==> config.mk <==
export PLATFORM = sky130hd
export DESIGN_NAME = mem_dump_streamer
export DESIGN_NICKNAME = d
export VERILOG_FILES = /design/src/rtl/mem_dump_streamer.sv
export SDC_FILE = /design/constraint.sdc
export NUM_CORES = 1
export LEC_CHECK = 0
export ABC_AREA = 1
export CAP_MARGIN = 20
export CORE_MARGIN = 8
export CORE_UTILIZATION = 49
export CTS_BUF_LIST = sky130_fd_sc_hd__clkbuf_16
export DETAILED_ROUTE_END_ITERATION = 7
export GPL_TIMING_DRIVEN = 1
export PLACE_DENSITY = 0.91
export RECOVER_POWER = 50
export SLEW_MARGIN = 5
export SYNTH_ARGS = -nofsm -noshare
export SYNTH_HDL_FRONTEND = slang
export SYNTH_SLANG_ARGS = --single-unit
==> constraint.sdc <==
create_clock -name clk27mhz -period 2.4 [get_ports clk27mhz]
set_clock_uncertainty 0.2 [all_clocks]
set_input_delay 0.72 -clock clk27mhz [delete_from_list [all_inputs] [get_ports clk27mhz]]
set_output_delay 0.72 -clock clk27mhz [all_outputs]
set_load 0.03 [all_outputs]
==> src/rtl/mem_dump_streamer.sv <==
// mem_dump_streamer: reads DUMP_SIZE bytes of memory from BASE_ADDR one word at a
// time and emits them as a little-endian byte stream. The stream is framed into
// SECTOR_BYTES sectors, and the final partial sector is filled with zero bytes.
module mem_dump_streamer #(
  parameter logic [31:0] BASE_ADDR    = 32'h0000_0000,
  parameter int          DUMP_SIZE    = 4096,
  parameter int          SECTOR_BYTES = 512
) (
  input  logic        clk27mhz,
  input  logic        resetn,
  input  logic        start,
  output logic        RE,
  output logic [31:0] ADDR,
  input  logic [7:0]  w_ctrl_state,
  input  logic [31:0] RDATA,
  output logic [7:0]  outbyte,
  output logic        outen,
  input  logic        outready,
  output logic        sector_last,
  output logic        BUSY,
  output logic        DONE
);
  localparam int NWORDS    = DUMP_SIZE / 4;
  localparam int WI_W      = (NWORDS > 1) ? $clog2(NWORDS) : 1;
  localparam int SC_W      = $clog2(SECTOR_BYTES);
  localparam int PAD_BYTES = (SECTOR_BYTES - (DUMP_SIZE % SECTOR_BYTES)) % SECTOR_BYTES;
  localparam logic [WI_W-1:0] LAST_WI  = WI_W'(NWORDS - 1);
  localparam logic [SC_W-1:0] PAD_INIT = SC_W'(PAD_BYTES);
  localparam logic [SC_W-1:0] SC_LAST  = SC_W'(SECTOR_BYTES - 1);

  typedef enum logic [2:0] {
    S_IDLE, S_REQ, S_ACK, S_WAIT, S_EMIT, S_PAD, S_FIN
  } state_t;

  state_t            state, state_nxt;
  logic [WI_W-1:0]   wi;      // word index
  logic [1:0]        bi;      // byte within the held word
  logic [SC_W-1:0]   sc;      // byte position inside the current sector
  logic [SC_W-1:0]   pr;      // pad bytes still owed
  logic [31:0]       hold;    // word being unpacked
  logic              done_r;
  logic              accept;

  assign accept = outen && outready;

  // State register
  always_ff @(posedge clk27mhz) begin
    if (!resetn) state <= S_IDLE;
    else         state <= state_nxt;
  end

  // Next-state logic
  always_comb begin
    state_nxt = state;
    case (state)
      S_IDLE: if (start) state_nxt = S_REQ;
      S_REQ:  if (w_ctrl_state == 8'd0) state_nxt = S_ACK;
      S_ACK:  if (w_ctrl_state != 8'd0) state_nxt = S_WAIT;
      S_WAIT: if (w_ctrl_state == 8'd0) state_nxt = S_EMIT;
      S_EMIT: begin
        if (outready && bi == 2'd3) begin
          if (wi == LAST_WI) state_nxt = (PAD_BYTES != 0) ? S_PAD : S_FIN;
          else               state_nxt = S_REQ;
        end
      end
      S_PAD:  if (outready && pr == SC_W'(1)) state_nxt = S_FIN;
      S_FIN:  state_nxt = S_IDLE;
      default: state_nxt = S_IDLE;
    endcase
  end

  // Counters, holding register and sticky completion flag
  always_ff @(posedge clk27mhz) begin
    if (!resetn) begin
      wi     <= '0;
      bi     <= '0;
      sc     <= '0;
      pr     <= PAD_INIT;
      hold   <= '0;
      done_r <= 1'b0;
    end else begin
      if (state == S_IDLE && start) begin
        wi     <= '0;
        sc     <= '0;
        pr     <= PAD_INIT;
        done_r <= 1'b0;
      end
      if (state == S_WAIT && w_ctrl_state == 8'd0) begin
        hold <= RDATA;
        bi   <= '0;
      end
      if (accept) sc <= sc + SC_W'(1);
      if (state == S_EMIT && accept) begin
        bi <= bi + 2'd1;
        if (bi == 2'd3 && wi != LAST_WI) wi <= wi + WI_W'(1);
      end
      if (state == S_PAD && accept) pr <= pr - SC_W'(1);
      // Set on the edge that accepts the final byte, so DONE is already high in FIN
      if (state_nxt == S_FIN) done_r <= 1'b1;
    end
  end

  // Outputs decoded from registered state only, so they hold steady across stalls
  always_comb begin
    RE          = (state == S_ACK);
    ADDR        = BASE_ADDR + (32'(wi) << 2);
    outen       = (state == S_EMIT) || (state == S_PAD);
    outbyte     = (state == S_EMIT) ? hold[{bi, 3'b000} +: 8] : 8'h00;
    sector_last = outen && (sc == SC_LAST);
    BUSY        = (state != S_IDLE) && (state != S_FIN);
    DONE        = done_r;
  end
endmodule

==> results of run 1 <==
[metal layers]
layer,up-vias,global-route usage [%],routed length [µm],share of wire [%]
met3,18,5.25,651,6.3
met1,1680,21.5,4040,39
li1,1801,-,-,-
met4,0,7.56,182,1.8
met5,-,0,0,0
met2,116,36.9,5440,53
[cells in the final DEF (no fill, tap or decap), types with 9 or more instances in the layout]
cell	netlist	routed
clkbuf_16	0	9
buf_4	23	42
o21ai_0	65	55
nand3_1	21	21
o21ai_1	3	10
nand2_1	72	68
inv_1	71	70
a21oi_1	76	64
a21oi_2	1	13
conb_1	1	22
dfxtp_1	66	60
clkdlybuf4s50_1	0	46
nor2_1	40	39
[worst paths after layout]
path | endpoint | depth (start not counted)
min | hold[0] | 2
min reg2reg | hold[0] | 2
max | sector_last | 11
max reg2reg | sc[6] | 18
[critical path, cell delays in order (launching register included)]
cell and delay (ns):
dfxtp_2 0.36, ha_4 0.16, nand2_4 0.06, nor2_4 0.11
nand2_4 0.07, nor2_4 0.10, nand2_2 0.07, nor2_2 0.10
ha_2 0.17, inv_1 0.04, nor2_2 0.09, buf_6 0.14
[where the power goes]
group	switching (µW)	leakage (µW)	internal (µW)	total (µW)
combinational	108	0.00117	78.4	187
sequential	2.67	0.000535	1090	1100
clock	531	0.000152	916	1450
total	642	0.00186	2090	2730
[logic make-up (layout without fill, tap and decap cells)]
family / Yosys count / after routing / share of synthesized area [%]
buffers and inverters: 117 / 201 / 16.0
DFF: 66 / 66 / 37.7
adders and majority gates: 6 / 6 / 2.14
AOI/OAI and AO/OA: 157 / 157 / 23.3
other: 1 / 22 / 0.107
and+or+nand+nor: 157 / 157 / 20.8
[repair_timing]
item / CTS / global route
buffers inserted: 31 / 4
endpoints found under the setup margin: 15 / 16
pin swaps: 13 / 12
gates cloned: 0 / 0
resized for setup: 45 / 21
[sequential cells by signal, indices dropped and copies added (netlist names)]
register / flops
sc: 9
DONE: 1
wi: 10
bi: 2
state: 3
hold: 32
pr: 9
[layout make-up]
cell class | instances | area share (%)
repair buffers | 110 | 20.2
flip-flops and latches | 66 | 27.6
well taps | 99 | 2.56
clock inverters | 7 | 2.09
clock buffers | 9 | 4.65
multi-input cells | 342 | 36.9
inverters | 75 | 5.97
[per-stage QoR]
step | power [µW] | std cells | utilization [%] | TNS [ns] | setup slack, ns
floorplan | 1250 | 525 | - | 0 | 0.0184
global placement | 1310 | 663 | 59.3 | 0 | 0.0478
detailed placement | 1310 | 663 | 59.3 | -0.0234 | -0.0234
CTS | 2740 | 710 | 68.3 | -1.18 | -0.362
global route | 2790 | 708 | 68.2 | -7.04 | -0.406
finish | 2730 | 708 | 68.2 | -1.01 | -0.316
==> flow_summary_export.csv, run 1 <==
group,metric,value,unit
cells_and_area,fill_cells,569,
logic_synthesis,synth_cell_types,32,
logic_synthesis,synth_area_leader_cell,"dfxtp_1",
logic_synthesis,async_flop_share,0,%
logic_synthesis,synth_commonest_cells,"76 x a21oi_1, 72 x nand2_1, 71 x inv_1",
sta,maxSlewHeadroom,60.8,%
clock_tree,htree_levels,3,
pwr,p_leak,0.00186,µW
worst_setup_path,worstPathRequired,1.48,ns
sta,whs,0.245,ns
clock_tree,clkTransAtPathRegs,0.06,ns
sta,worst_pin_slew,0.586,ns
worst_hold_path,min_from,"hold[0]",
clock_tree,cts_tree,"built",
floorplan,die_w,101,µm
grt,antenna_found_initial,0,
detailed_routing,wire_per_inst,14.6,µm
floorplan,placeableCoreArea,7100,µm²
sta,fin_ws,-0.316,ns
worst_setup_path,critPathKind,"flop to output port",
clock_tree,cts_buffer_depth,2,
run,maxCapViolCount,0,
logic_synthesis,synthFlopType,"dfxtp_1",
logic_synthesis,syn_area,3510,µm²
cells_and_area,regArea,1330,µm²
sta,min_period,2.72,ns
outcome,failed_checks,"setup timing",
detailed_routing,vias,3615,
clock_tree,clock-sinks,66,
sta,finalHoldViolations,0,
worst_setup_path,critPathCaptureType,"output port",
placed_design,port_buffers,66,
placed_design,dp_hpwl,6650,µm
grt,grt_remaining_overflow,0,
sta,setup_viol,12,
grt,grt_max_degree,68,
worst_setup_path,worstPathMaxFanout,2,
cells_and_area,syn_to_final_growth,38.0,%
sta,fmax,368,MHz
floorplan,start_util,49.4,%
placed_design,placed_area,4210,µm²
logic_synthesis,yosysWarnings,0,
logic_synthesis,synth_cells,504,
clock_tree,clk_latency,0.34,ns
cells_and_area,multi_input_area,1790,µm²
detailed_routing,route.detailed.drc,0,
worst_setup_path,cp.arrival,1.80,ns
cells_and_area,final_nets,654,
pwr,vdd.ir_drop.worst,0.000443,V
sta,finalMaxSlewViolations,0,
detailed_routing,drtIter0Drc,168,
floorplan,die_area,10100,µm²
floorplan,fp.dieH,101,µm
logic_synthesis,synth.most_common_cell,"a21oi_1",
detailed_routing,ant_nets,0,
worst_setup_path,r2r_slack,-0.19,ns
grt,grt_pass1_wl,16400,µm
logic_synthesis,synth_top_area_share,37.7,%
floorplan,rows,31,
worst_setup_path,rr_startpoint,"sc[1]",
cells_and_area,fin_area,4840,µm²
logic_synthesis,synth_edf_count,0,
cells_and_area,layout-drive-gt1-share,19.0,%
cells_and_area,insertedDiodeCount,0,
outcome,status,"complete, but fails checks",
sta,post-route-period-util,113,%
logic_synthesis,synthTopCellsByArea,"dfxtp_1 38%, a21oi_1 11%, o21ai_0 9.3%",
detailed_routing,viasPerCell,5.11,
logic_synthesis,syn_avg_cell_area,6.96,µm²
logic_synthesis,ys_seq_area_share,37.7,%
clock_tree,cts_hold_buf,0,
placed_design,place.gp.congestion,0.858,
worst_setup_path,cp-startpoint,"sc[1]",
floorplan,io_pins,89,
logic_synthesis,ys_seq_elements,66,
pwr,power_density,564,nW/µm²
grt,grt_pass1_vias,3576,
worst_setup_path,crit_path_start_kind,"flop",
clock_tree,numCtsBuffers,9,
detailed_routing,drt_wl_total,10300,µm
worst_hold_path,worstHoldPathType,"flop to flop",
grt,track_usage,20.2,%
sta,rsz0062_at_grt,"true",
clock_tree,cts-root-buf,"clkbuf_16",
detailed_routing,drt-pass1-iter-count,6,
Power figures use the tool's default switching activity.
==> run 2, diff against run 1 <==
Settings changed: CORE_UTILIZATION 49 to 45, PLACE_DENSITY 0.91 to 0.88.
Clock period 2.4 ns to 2.2 ns, I/O delays scaled along.
==> flow_summary_export.csv, run 2 (same netlist as run 1, synthesis figures left out) <==
group,metric,value,unit
sta,post-route-period-util,119,%
cells_and_area,syn_to_final_growth,34.9,%
clock_tree,clkTransAtPathRegs,0.05,ns
clock_tree,cts_buffer_depth,2,
floorplan,start_util,45.9,%
worst_setup_path,crit_chain,"ha_4 > nand2_4 > nor2_4 > nand2_2 > nor2_4 > nand2_1 > nor2_1 > ha_2 > inv_2 > nor2_2 > buf_6",
sta,rsz0062_at_grt,"true",
worst_hold_path,min_from,"hold[2]",
worst_setup_path,worstPathRequired,1.34,ns
detailed_routing,wire_per_inst,14.1,µm
pwr,vdd.ir_drop.worst,0.000419,V
clock_tree,numCtsBuffers,9,
cells_and_area,fill_cells,647,
cells_and_area,top_register,"hold",
sta,fin_ws,-0.418,ns
outcome,failed_checks,"setup timing",
clock_tree,cts_tree,"built",
worst_setup_path,max_stage_delay,0.35,ns
cells_and_area,layout-drive-gt1-share,16.7,%
floorplan,fp.dieH,104,µm
sta,setup_viol,10,
grt,grt_remaining_overflow,0,
pwr,power_density,588,nW/µm²
floorplan,die_area,10900,µm²
clock_tree,clock-sinks,66,
worst_setup_path,path_common_cell,"nor2_4",
clock_tree,cts-root-buf,"clkbuf_16",
floorplan,die_w,104,µm
grt,grt_max_degree,53,
clock_tree,htree_levels,3,
placed_design,place.gp.congestion,0.831,
floorplan,rows,32,
pwr,p_leak,0.00184,µW
worst_setup_path,worstPathMaxFanout,2,
worst_setup_path,r2r_cells,8,
cells_and_area,final_nets,643,
sta,fmax,382,MHz
placed_design,dp_hpwl,6890,µm
cells_and_area,final_common_cell,"inv_1",
worst_setup_path,r2r_slack,0.13,ns
grt,grt_pass1_wl,16400,µm
worst_setup_path,r2r-end,"wi[4]",
outcome,status,"complete, but fails checks",
cells_and_area,insertedDiodeCount,0,
cells_and_area,final_core_util,61.8,%
run,maxCapViolCount,0,
cells_and_area,largest_reg_flops,32,
detailed_routing,viasPerCell,5.15,
grt,track_usage,18.0,%
worst_hold_path,worstHoldPathType,"flop to flop",
sta,worst_pin_slew,0.522,ns
detailed_routing,vias,3606,
sta,tns,-1.81,ns
sta,finalHoldViolations,0,
floorplan,io_pins,89,
grt,antenna_found_initial,0,
worst_hold_path,whs_endpoint,"hold[2]",
detailed_routing,drt_wl_total,9880,µm
sta,finalMaxSlewViolations,0,
grt,grt_pass1_vias,3565,
sta,min_period,2.62,ns
cells_and_area,final_cell_mix,"71 x inv_1, 70 x nand2_1, 62 x dfxtp_1, 61 x a21oi_1, 56 x o21ai_0",
worst_hold_path,hold_depth,2,
floorplan,placeableCoreArea,7650,µm²
worst_setup_path,rr_startpoint,"wi[0]",
clock_tree,clk_latency,0.33,ns
pwr,finalPower,2780,µW
clock_tree,cts_hold_buf,0,
worst_setup_path,cp.arrival,1.76,ns
worst_setup_path,critPathKind,"flop to output port",
worst_setup_path,critPathCaptureType,"output port",
worst_setup_path,slowest_stage,"dfxtp_2",
detailed_routing,drtIter0Drc,231,
detailed_routing,ant_nets,0,
sta,maxSlewHeadroom,64.9,%
worst_setup_path,crit_path_start_kind,"flop",
detailed_routing,drt-pass1-iter-count,6,
placed_design,port_buffers,66,
cells_and_area,reg_top3,"hold: 32 flops, wi: 10 flops",
detailed_routing,route.detailed.drc,0,
==> run 2: per-layer routing <==
metal  share of wire [%]  vias up  track usage, %
li1                    -     1783               -
met1                  40     1680            19.6
met4                 2.0        0            7.14
met5                   0        -               0
met3                 6.7       19            5.58
met2                  51      124            31.5
==> run 2: how the worst max path moves through the flow <==
stage | slack (ns) | to | from
CTS | -0.52 | sector_last | sc[1]
detailed placement | -0.20 | sector_last | sc[0]
global placement | -0.12 | sector_last | sc[0]
finish | -0.42 | sector_last | sc[1]
floorplan | -0.11 | sector_last | sc[0]
global route | -0.49 | sector_last | sc[1]
==> run 2: repair_timing <==
item                                    CTS  global route
cloned                                    1             0
endpoints found under the setup margin   20            10
pin swaps                                14            13
resized for setup                        50             6
buffers inserted                          1             4
==> run 2: metrics by stage <==
| stage | cell area, µm² | hold slack [ns] | setup slack, ns | instances |
|---|---|---|---|---|
| after global placement | 4350 | 0.227 | -0.123 | 678 |
| after floorplan | 3620 | 0.220 | -0.108 | 525 |
| final | 4730 | 0.240 | -0.418 | 700 |
| after CTS | 4730 | 0.244 | -0.517 | 696 |
| after detailed placement | 4350 | 0.236 | -0.198 | 678 |
| after global routing | 4730 | 0.267 | -0.486 | 700 |
==> run 2: cell type report <==
class / instances / area [µm²] / share of cell area (%)
repair inverters: 1 / 7.51 / 0.159
flip-flops and latches: 66 / 1330 / 28.1
repair buffers: 98 / 932 / 19.7
clock inverters: 7 / 61.3 / 1.30
clock buffers: 9 / 225 / 4.76
multi-input cells: 342 / 1760 / 37.2
inverters: 75 / 285 / 6.03
well taps: 102 / 128 / 2.70
==> run 2: worst max-delay path: cells and delay by family (launching register included) <==
kind / cells / cell delay (ns)
buf+inv: 2 / 0.17
fa+ha+maj: 2 / 0.34
simple gates: 7 / 0.56
flops: 1 / 0.35
==> run 2: where the power goes <==
group / switching, µW / internal [µW] / total, µW
Clock: 503 / 863 / 1370
Combinational: 122 / 97.1 / 219
Sequential: 0.998 / 1200 / 1200
Total: 626 / 2160 / 2780
==> run 3, diff against run 2 <==
Settings changed: CTS_CLUSTER_DIAMETER set to 60.
==> results of run 3 <==
The final DEF is identical to that of run 2; final timing and power are the same.
